==> src/rtl/fwd_hazard_unit_pkg.sv <==
// Shared KLP32 pipeline types for the forwarding/hazard unit: operand-select
// encoding, scoreboard slot layout and the slot match helpers.
package fwd_hazard_unit_pkg;

   localparam int unsigned KLP_REG_W = 5;

   // Encoding matches the existing 3:1 EX operand mux
   typedef enum logic [1:0] {
      FWD_RF  = 2'b00,
      FWD_MEM = 2'b01,
      FWD_WB  = 2'b10
   } fwd_sel_e;

   typedef struct packed {
      logic                 valid;
      logic [KLP_REG_W-1:0] rd;
      logic                 reg_write;
      logic                 mem_read;
   } sb_slot_t;

   localparam sb_slot_t SB_BUBBLE = '0;

   // A slot can feed a forwarding mux only if it really writes a non-x0 register
   function automatic logic is_fwd_src(input sb_slot_t s);
      return s.valid && s.reg_write && (s.rd != '0);
   endfunction

   // A load in this slot produces a register the ID instruction wants to read
   function automatic logic load_hit(input sb_slot_t s,
                                     input logic [KLP_REG_W-1:0] rs1,
                                     input logic [KLP_REG_W-1:0] rs2);
      return s.valid && s.mem_read && (s.rd != '0) && ((s.rd == rs1) || (s.rd == rs2));
   endfunction

endpackage

==> src/rtl/fwd_hazard_unit_fwd_sel_gen.sv <==
// Operand-select generator for one EX source index against the MEM and WB
// scoreboard slots. Instantiated once per ALU operand.
module fwd_sel_gen
   import fwd_hazard_unit_pkg::*;
(
   input  logic                 en_i,
   input  logic [KLP_REG_W-1:0] src_i,
   input  sb_slot_t             mem_slot_i,
   input  sb_slot_t             wb_slot_i,
   output fwd_sel_e             sel_o
);

   // The load flag plays no part in operand selection
   logic unused_mem_read;
   assign unused_mem_read = mem_slot_i.mem_read ^ wb_slot_i.mem_read;

   // MEM holds the younger producer, so it wins over WB
   always_comb begin
      sel_o = FWD_RF;
      if (en_i && is_fwd_src(mem_slot_i) && (mem_slot_i.rd == src_i)) begin
         sel_o = FWD_MEM;
      end else if (en_i && is_fwd_src(wb_slot_i) && (wb_slot_i.rd == src_i)) begin
         sel_o = FWD_WB;
      end
   end

endmodule

==> src/rtl/fwd_hazard_unit.sv <==
// EX-stage operand forwarding selects and load-use stall for the KLP32
// 5-stage pipeline. A shadow scoreboard of the EX/MEM/WB destinations is fed
// from ID; the selects depend only on that registered state.
// Optional: define FWD_PERF_CNT_EN to add the saturating stall_cycles counter.
module fwd_hazard_unit
   import fwd_hazard_unit_pkg::*;
#(
   parameter int unsigned REG_W = KLP_REG_W
) (
   input  logic             clk,
   input  logic             rst,
   input  logic             id_valid,
   input  logic [REG_W-1:0] id_rs1,
   input  logic [REG_W-1:0] id_rs2,
   input  logic [REG_W-1:0] id_rd,
   input  logic             id_reg_write,
   input  logic             id_mem_read,
   input  logic             flush,
   input  logic             hold,
   output logic [1:0]       fwd_a_sel,
   output logic [1:0]       fwd_b_sel,
   output logic             stall
`ifdef FWD_PERF_CNT_EN
   ,
   output logic [31:0]      stall_cycles
`endif
);

   sb_slot_t         ex_q, ex_d;
   sb_slot_t         mem_q, mem_d;
   sb_slot_t         wb_q, wb_d;
   logic [REG_W-1:0] ex_rs1_q, ex_rs1_d;
   logic [REG_W-1:0] ex_rs2_q, ex_rs2_d;
   logic             ex_load_hit;
   logic             mem_load_hit;
   fwd_sel_e         sel_a;
   fwd_sel_e         sel_b;

   // Loads cannot forward out of MEM, so a consumer waits while the load sits in EX or MEM
   assign ex_load_hit  = load_hit(ex_q, id_rs1, id_rs2);
   assign mem_load_hit = load_hit(mem_q, id_rs1, id_rs2);
   assign stall        = id_valid && !flush && !hold && (ex_load_hit || mem_load_hit);

   // Scoreboard advance: shift on a free-running cycle, freeze on hold, squash on flush
   always_comb begin
      // NOTE: every signal written here gets a default first, so no path can infer a latch.
      ex_d     = ex_q;
      ex_rs1_d = ex_rs1_q;
      ex_rs2_d = ex_rs2_q;
      mem_d    = mem_q;
      wb_d     = wb_q;
      if (!hold) begin
         wb_d  = mem_q;
         mem_d = ex_q;
         if (id_valid && !stall && !flush) begin
            ex_d     = '{valid: 1'b1, rd: id_rd, reg_write: id_reg_write, mem_read: id_mem_read};
            ex_rs1_d = id_rs1;
            ex_rs2_d = id_rs2;
         end else begin
            ex_d     = SB_BUBBLE;
            ex_rs1_d = '0;
            ex_rs2_d = '0;
         end
      end else if (flush) begin
         ex_d     = SB_BUBBLE;
         ex_rs1_d = '0;
         ex_rs2_d = '0;
      end
   end

   // Slot registers; reset wins over hold and flush
   always_ff @(posedge clk) begin
      // NOTE: non-blocking assignments so every register samples its pre-edge inputs.
      if (rst) begin
         ex_q     <= SB_BUBBLE;
         mem_q    <= SB_BUBBLE;
         wb_q     <= SB_BUBBLE;
         ex_rs1_q <= '0;
         ex_rs2_q <= '0;
      end else begin
         ex_q     <= ex_d;
         mem_q    <= mem_d;
         wb_q     <= wb_d;
         ex_rs1_q <= ex_rs1_d;
         ex_rs2_q <= ex_rs2_d;
      end
   end

   fwd_sel_gen u_sel_a (
      .en_i       (ex_q.valid),
      .src_i      (ex_rs1_q),
      .mem_slot_i (mem_q),
      .wb_slot_i  (wb_q),
      .sel_o      (sel_a)
   );

   fwd_sel_gen u_sel_b (
      .en_i       (ex_q.valid),
      .src_i      (ex_rs2_q),
      .mem_slot_i (mem_q),
      .wb_slot_i  (wb_q),
      .sel_o      (sel_b)
   );

   assign fwd_a_sel = sel_a;
   assign fwd_b_sel = sel_b;

`ifdef FWD_PERF_CNT_EN
   logic [31:0] stall_cycles_q, stall_cycles_d;

   // Saturating count of stalled, non-held cycles
   always_comb begin
      stall_cycles_d = stall_cycles_q;
      if (stall && !hold && (stall_cycles_q != 32'hFFFF_FFFF)) begin
         stall_cycles_d = stall_cycles_q + 32'd1;
      end
   end

   // Counter register, cleared by reset
   always_ff @(posedge clk) begin
      if (rst) begin
         stall_cycles_q <= '0;
      end else begin
         stall_cycles_q <= stall_cycles_d;
      end
   end

   assign stall_cycles = stall_cycles_q;
`endif

endmodule
==> config.mk <==
export PLATFORM = sky130hd
export DESIGN_NAME = fwd_hazard_unit
export DESIGN_NICKNAME = d
export VERILOG_FILES = /design/src/rtl/fwd_hazard_unit_pkg.sv /design/src/rtl/fwd_hazard_unit_fwd_sel_gen.sv /design/src/rtl/fwd_hazard_unit.sv
export SDC_FILE = /design/constraint.sdc
export NUM_CORES = 1
export LEC_CHECK = 0
export CAP_MARGIN = 5
export CORE_UTILIZATION = 30
export CTS_CLUSTER_SIZE = 20
export DETAILED_ROUTE_END_ITERATION = 8
export PLACE_DENSITY = 0.53
export SETUP_SLACK_MARGIN = 0.15
export SYNTH_ARGS = -nofsm -noshare
export SYNTH_HDL_FRONTEND = slang
export SYNTH_SLANG_ARGS = --single-unit
==> constraint.sdc <==
create_clock -name clk -period 2.05 [get_ports clk]
set_input_delay 0.41 -clock clk [delete_from_list [all_inputs] [get_ports clk]]
set_output_delay 0.41 -clock clk [all_outputs]
set_load 0.005 [all_outputs]
# [After elaboration in Yosys (flattened, before gate mapping)]
# Cells that the tools add are included.
[word_totals] ff_bits=33 input_bits=22 out_inout_bits=5
[classes] n_eq_ne=9 muxes=12 n_reduce_logical=30
[ops] operator="$eq 5x5->1" count=8
[ops] operator="$mux 5" count=5
[ops] operator="$mux 8" count=3
[ops] operator="$logic_and 1x1->1" count=21
[ops] operator="$reduce_bool 5->1" count=3
[ops] operator="$mux 2" count=4
[ops] operator="$logic_not 1->1" count=3
[ops] operator="$logic_or 1x1->1" count=3
[ops] operator="$ne 2x2->1 const B" count=1

# [Depth between registers and ports, before layout]
[logic_depth] word_depth=10 depth_mapped=7 mapped_depth_nobuf=5

# [Cells and area by module]
# A second synthesis with hierarchy kept.
[unflattened] hier_cells=175 area_unflattened_um2=1757.9
[by_module_without_submodules] mod="fwd_hazard_unit" instances=1 cells_each=129 area_each_um2=1422.6 seq_area_each_um2=680.7
[by_module_without_submodules] mod="fwd_sel_gen" instances=2 cells_each=23 area_each_um2=167.7 seq_area_each_um2=0.0

# [Worst setup path before layout]
# Ideal clock, no wire load.
[synth_timing] kind="register to register" startpoint="register mem_q[6] (netlist bit)" endpoint="register ex_q[5] (netlist bit)" arrival_time_ns=1.932 required_ns=1.993 slack_ns=0.061 path_stages_with_launch=8 period_less_slack_ns=1.989 path_cell_list="dfxtp_1 buf_6 or4_1 o21a_1 and2_4 a221oi_4 buf_6 a22o_2"
[synth_between] elab_chain_len=10 elab_cells_between_ends=13 classes_between="2 x eq/ne; 2 x mux; 9 x reduce/logical"
[synth_lines] item="start: declaration" line_no="fwd_hazard_unit.sv:30" text="sb_slot_t mem_q, mem_d;"
[synth_lines] item="start signal: assignment" line_no="fwd_hazard_unit.sv:82" text="mem_q <= mem_d;"
[synth_lines] item="$eq 5x5->1 or $reduce_bool 5->1 (tied branches)" line_no="fwd_hazard_unit_pkg.sv:32" text="return s.valid && s.mem_read && (s.rd != '0) && ((s.rd == rs1) || (s.rd == rs2));"
[synth_lines] item="$logic_or 1x1->1 or $logic_and 1x1->1 (tied branches)" line_no="fwd_hazard_unit_pkg.sv:32"
[synth_lines] item="$logic_and 1x1->1 (*)" line_no="fwd_hazard_unit_pkg.sv:32"
[synth_lines] item="$logic_or 1x1->1 (*)" line_no="fwd_hazard_unit.sv:42" text="assign stall = id_valid && !flush && !hold && (ex_load_hit || mem_load_hit);"
[synth_lines] item="$logic_and 1x1->1 (*)" line_no="fwd_hazard_unit.sv:42"
[synth_lines] item="$logic_not 1->1 (*)" line_no="fwd_hazard_unit.sv:55" text="if (id_valid && !stall && !flush) begin"
[synth_lines] item="$logic_and 1x1->1 (*) (2 in series)" line_no="fwd_hazard_unit.sv:55"
[synth_lines] item="$mux 8 (*)" line_no="fwd_hazard_unit.sv:55"
[synth_lines] item="$mux 8 (*)" line_no="fwd_hazard_unit.sv:52" text="if (!hold) begin"
[synth_lines] item="end signal: assignment" line_no="fwd_hazard_unit.sv:75" text="ex_q <= SB_BUBBLE;"
[synth_lines] item="end signal: assignment" line_no="fwd_hazard_unit.sv:81" text="ex_q <= ex_d;"
[synth_lines] item="end: declaration" line_no="fwd_hazard_unit.sv:29" text="sb_slot_t ex_q, ex_d;"
# Mark *: on every way between the ends. The rest lies on a longest branch, timed or not.
# A chain may end at the register's enable or synchronous reset.

# [Worst setup path after layout]
[layout_timing] startpoint="register mem_q[2] (netlist bit)" endpoint="output port fwd_b_sel[1]"
[layout_between] elab_chain_len=5 elab_cells_between_ends=6 classes_between="1 x eq/ne; 1 x mux; 4 x reduce/logical"
[layout_lines] item="$reduce_bool 5->1" line_no="fwd_hazard_unit_pkg.sv:25" text="return s.valid && s.reg_write && (s.rd != '0);"
[layout_lines] item="$logic_and 1x1->1" line_no="fwd_hazard_unit_pkg.sv:25"
[layout_lines] item="$logic_and 1x1->1" line_no="fwd_hazard_unit_fwd_sel_gen.sv:20" text="if (en_i && is_fwd_src(mem_slot_i) && (mem_slot_i.rd == src_i)) begin"
[layout_lines] item="$logic_and 1x1->1 (*)" line_no="fwd_hazard_unit_fwd_sel_gen.sv:20"
[layout_lines] item="$mux 2 (*)" line_no="fwd_hazard_unit_fwd_sel_gen.sv:20"
[layout_lines] item="end: declaration" line_no="fwd_hazard_unit.sv:21" text="output logic [1:0] fwd_b_sel,"
# Marked as above.

==> results by group <==
Status
  • Status: complete, but fails checks
  • Failing checks: setup timing

Worst setup path
  • Critical path's slowest cell: or4_4
  • Crit path arrival time: 1.83 ns
  • Crit-path max FO: 2
  • CP Cell Sequence: or4_4 -> o21a_1 -> nand3_2 -> buf_6 -> nor4_2 -> nor3_1 -> buf_2
  • CP endpoint kind: output pin
  • Crit path largest cell delay: 0.52 ns
  • Worst endpoint required time: 1.64 ns
  • Crit Path Class: register to output pin
  • Crit start category: register

STA
  • Fin crit share: 109%
  • Slew margin rel.: 77.6%
  • Slew @ Worst Pin: 0.335 ns
  • Final min period: 2.24 ns
  • Endpoints failing setup: 20
  • Clk_skew: 0.00342 ns
  • Final Hold Fails: 0
  • Slew Viols, Final: 0
  • Setup_tns: -1.14 ns
  • Unrepaired setup endpoints after global routing: yes
  • Post-route setup slack: -0.193 ns
  • Fmax: 446 MHz

Clocking
  • CTS tree: yes
  • Cts hold-fix bufs: 0
  • Total CTS buffers: 5
  • Clock Latency Late Sink: 0.29 ns
  • CTS clk-pin slew, worst paths: 0.07 ns
  • CTS max path bufs: 2
  • Root Driver: clkbuf_8
  • CTS Sinks: 33
  • H-tree depth: 2

Floorplan
  • Core Footprint: 5240 µm²
  • Die area: 5870 µm²
  • Starting density of the core: 31.9%
  • Num rows: 26
  • Number of top-level pins: 27
  • DIE WIDTH: 76.6 µm
  • Die height: 76.6 µm

Finish
  • Footprint of the multi-input gates: 1030 µm²
  • Final instance area: 2440 µm²
  • P&R area growth vs syn: 46.0%
  • Layout cells sized above 1: 33.3%
  • Final Util: 46.5%
  • Final Net Count: 250
  • Fill count: 495
  • ANT cells: 0
  • Reg area: 663 µm²

Routing
  • DRT antenna net count: 0
  • # DRC: 0
  • DRT iter0 DRCs: 29
  • Drt pass-1 iters: 4
  • Via density per instance: 4.70
  • WL per Instance: 14.6 µm
  • Detailed Route WL: 4.37 mm
  • Total number of vias: 1402

Synth
  • Area of the mapped netlist: 1670 µm²
  • Leading area contributor after synthesis: dfxtp_1
  • Simple-gate share of the synthesized area: 12.3%
  • Syn. warnings: 0
  • Sequential share of the synthesized area: 39.6%
  • Synth top area share: 39.6%
  • Mux contribution to synthesized area: 9.00%
  • Synth unique cells: 29
  • Synth area leaders: dfxtp_1 40%, xnor2_1 16%, mux2i_1 9.0%
  • Synth Area in Compound Gates: 14.4%
  • Syn_nets: 187
  • Post-Syn Instances: 165
  • Xor and xnor area share after synthesis: 21.0%
  • Synth Area in Adders: 0%
  • Seq cells post-synth: 33
  • Largest family of logic cells by synthesized area: XOR/XNOR gates
  • Avg Inst Size Synth: 10.1 µm²

Place
  • RePlAce Congestion: 0.820
  • IO buf count: 26
  • Dpl hpwl: 3.26 mm
  • Cell Area, Placed: 2260 µm²

Power
  • P_leak: 1.08 nW
  • Maximum vdd drop: 0.000264 V
  • Tot Pwr: 1.33 mW
  • Cell area power density: 547 nW/µm²

Job
  • Max Cap Viol: 0

Min path
  • Hold Path Class: register to register

Global route
  • First-pass GRT wire length: 7.16 mm
  • Vias in the first global route: 1465
  • Gr ovfl total: 0
  • Total GRT Usage: 15.9%
  • Largest net degree at the start of global routing: 17
  • Initial antenna violation count: 0
## Yosys cell counts
cell and number:
dfxtp_1 33, xnor2_1 30, mux2i_1 15, nor2_1 15
xor2_1 10, a22o_2 9, nand3_1 9, a22o_1 8
clkbuf_1 5, nand2_1 4, nor3_1 4, buf_2 2
buf_6 2, nor4_1 2, o22ai_1 2, or4_1 2
a21o_1 1, a221oi_4 1, a22oi_1 1, and2_4 1
buf_1 1, buf_4 1, nor3b_1 1, nor4b_1 1
o2111ai_1 1, o21a_1 1, o311a_1 1, or3_1 1
or4b_2 1
## where the power goes
part           total, mW  internal (mW)  switching (mW)  leakage (nW)
registers          0.662          0.651          0.0105         0.268
clock network      0.499          0.266           0.233        0.0443
logic              0.171         0.0971          0.0744         0.772
## state kept, by name, summed over array words and instances (netlist names)
| register | cells |
|---|---|
| mem_q | 8 |
| ex_rs2_q | 5 |
| ex_q | 8 |
| ex_rs1_q | 5 |
| wb_q | 7 |
## worst paths after layout
check                         from                  endpoint  slack, ns  cells after the start
min           ex_q[1]$_SDFFE_PP0P_      ex_q[1]$_SDFFE_PP0P_       0.49                      1
max          mem_q[2]$_SDFFE_PP0N_              fwd_b_sel[1]      -0.19                      7
min reg2reg   ex_q[1]$_SDFFE_PP0P_      ex_q[1]$_SDFFE_PP0P_       0.49                      1
max reg2reg  mem_q[2]$_SDFFE_PP0N_  ex_rs2_q[2]$_SDFFE_PP0P_      -0.03                      8
## area by class of cell
| type | instances | area share [%] |
|---|---|---|
| multi-input combinational | 121 | 42.2 |
| tap | 70 | 3.60 |
| sequential | 33 | 27.2 |
| clock buffer | 7 | 3.54 |
| timing repair buffer | 67 | 23.4 |
## cells in the final DEF, fill, tap and decap left out, types with 2 or more instances in the layout
cell type / count
buf_4: 36
dfxtp_1: 31
xnor2_1: 30
mux2i_1: 15
nor2_1: 15
clkdlybuf4s50_1: 11
xor2_1: 10
dlygate4sd2_1: 10
nand3_1: 8
a22o_1: 8
a22o_2: 7
clkbuf_8: 6
buf_6: 6
nand2_1: 4
nor3_1: 3
buf_2: 3
o22ai_2: 2
a22o_4: 2
dfxtp_2: 2
## layer usage
| metal | vias up | wire length [µm] | part of all wire (%) | track usage (%) |
|---|---|---|---|---|
| li1 | 707 | - | - | - |
| met1 | 656 | 1920 | 44 | 17.9 |
| met2 | 29 | 2160 | 49 | 27.4 |
| met3 | 10 | 165 | 3.8 | 4.43 |
| met4 | 0 | 120 | 2.7 | 7.88 |
| met5 | - | 0 | 0 | 0 |
## per-stage QoR
step / worst slack (ns) / cells / hold slack [ns]
after floorplan: 0.0987 / 165 / 0.449
after global placement: -0.740 / 288 / 0.461
after detailed placement: -0.738 / 288 / 0.469
after CTS: -0.256 / 297 / 0.485
after global routing: -0.297 / 298 / 0.531
final: -0.193 / 298 / 0.488
## what timing repair did
item / in CTS / in global routing
setup endpoints to repair: 23 / 23
pin swaps: 9 / 5
gates resized for setup: 47 / 3
buffers inserted: 2 / 1
## worst max-delay path: cells and delay by family (launching register included)
kind / cells / cell delay, ns
AOI/OAI and AO/OA: 1 / 0.21
DFF: 1 / 0.32
and+or+nand+nor: 4 / 0.78
buffers and inverters: 2 / 0.24
## logic make-up after synthesis
group | count (synthesis)
AND/OR/NAND/NOR | 41
XOR/XNOR | 40
flip-flops | 33
AO/OA/AOI/OAI | 25
multiplexers | 15
buffers and inverters | 11
Power figures use the tool's default switching activity.
==> patch, RTL diff (same flow settings) <==
Build with the macro `FWD_PERF_CNT_EN` defined.
--- a/src/rtl/fwd_hazard_unit.sv
+++ b/src/rtl/fwd_hazard_unit.sv
@@ -2,6 +2,8 @@
 // 5-stage pipeline. A shadow scoreboard of the EX/MEM/WB destinations is fed
 // from ID; the selects depend only on that registered state.
 // Optional: define FWD_PERF_CNT_EN to add the saturating stall_cycles counter.
+`define FWD_PERF_CNT_EN
+
 module fwd_hazard_unit
    import fwd_hazard_unit_pkg::*;
 #(
Check against the original RTL (old outputs only; new: stall_cycles): equivalent (equiv_simple and equiv_induct, registers matched by name and starting in step).
==> patch against the unedited design <==
Sequential cell count increased by 32; synthesized area increased by 110%; total power increased by 130%; wire length increased by 140%; setup slack got worse by 150 ps; critical path depth unchanged; core utilization increased by 2.7 points; the run still ends with negative setup slack left; final area increased by 120%.
==> patch: results (changes against the unedited design) <==
metric,value,unit,change
"Cell Area, Placed",4850,sq um,was 2260 sq um
Power Clock,1.62,mW,was 0.499 mW
post-synthesis cell type count,46,,was 29
CP Max Fanout,3,,was 2
Worst-Skew Late Latency,330,ps,was 290 ps
"Net Count, Synth",411,,was 187
WL/cell,15.5,um,was 14.6 um
Via density,4.97,,was 4.70
Root Buffer,clkbuf_16,,was clkbuf_8
peak supply drop,281,uV,was 264 uV
Setup WS post-layout,-345,ps,was -193 ps
final setup fails,54,,was 20
global-route met2 utilization,28.8,%,was 27.4%
"synthesized-area fraction occupied by ao, oa, aoi and oai cells",11.0,%,was 14.4%
vias in the first global route,3344,,was 1465
Global Route Usage Sum,18.3,%,was 15.9%
Fin Setup TNS,-10650,ps,was -1140 ps
violations in the final reports,negative setup slack,,unchanged
slew of the pin with the lowest slew margin,355,ps,was 335 ps
sequential area share after synthesis,37.4,%,was 39.6%
switching power,0.691,mW,was 0.318 mW
global-route wire length before repair,16.8,mm,was 7.16 mm
Final Wtd Congestion,0.805,,was 0.820
Flop pwr share,41.2,%,was 49.7%
fillers,1041,,was 495
met1 global-route usage,24.7,%,was 17.9%
critical path data arrival time,1980,ps,was 1830 ps
placed insts,646,,was 288
multiplexer share of the synthesized area,11.5,%,was 9.00%
Final Skew,6.14,ps,was 3.42 ps
XOR/XNOR Fraction of Synth Area,10.1,%,was 21.0%
met3 wire len,305,um,was 165 um
Post-layout nets,547,,was 250
Post-Place Setup Slack,-654,ps,was -738 ps
status,"finished, violations left",,unchanged
initial DRC count,131,,was 29
Hold WC Path Type,in2reg,,was reg2reg
layout cell share with drive strength beyond 1,31.9,%,was 33.3%
Finished Layout Cells,669,,was 298
M1 wire length,5.09,mm,was 1.92 mm
GRT met3 Usage,2.49,%,was 4.43%
wire length on met2,4.70,mm,was 2.16 mm
cell-internal power,2.42,mW,was 1.01 mW
CTS buffer count,9,,was 5
Leak Pwr,2.18,nW,was 1.08 nW
placed wire-length estimate,7.10,mm,was 3.26 mm
-- patch: final timing paths --
path                                from          endpoint  slack, ps  depth (start not counted)
worst max-delay path            mem_q[2]             stall       -340                          7
worst min register to register   ex_q[1]           ex_q[1]        510                          1
worst min-delay path                 rst          mem_q[6]        400                          2
worst max register to register  mem_q[2]  stall_cycles[23]       -330                          9
-- patch: cell families after synthesis --
family	Yosys count
XOR/XNOR	40
AND/OR/NAND/NOR	167
multiplexers	34
flip-flops	65
adder cells (fa/ha/maj)	1
AO/OA/AOI/OAI	53
buffers and inverters	28
-- patch: layout make-up --
cell class                      count  area (sq um)  area share [%]
Multi-Input combinational cell    295          2280            41.9
Timing Repair Buffer              149          1360            24.9
Clock inverter                      4          50.0           0.918
Clock buffer                       12           267            4.89
Inverter                            4          15.0           0.275
Tap cell                          140           175            3.21
Sequential cell                    65          1310            23.9
-- patch: what timing repair did --
action,CTS,global route
buffers inserted,5,0
endpoints found under the setup margin,54,55
resized for setup,57,9
gates cloned,2,0
pin swaps,11,7
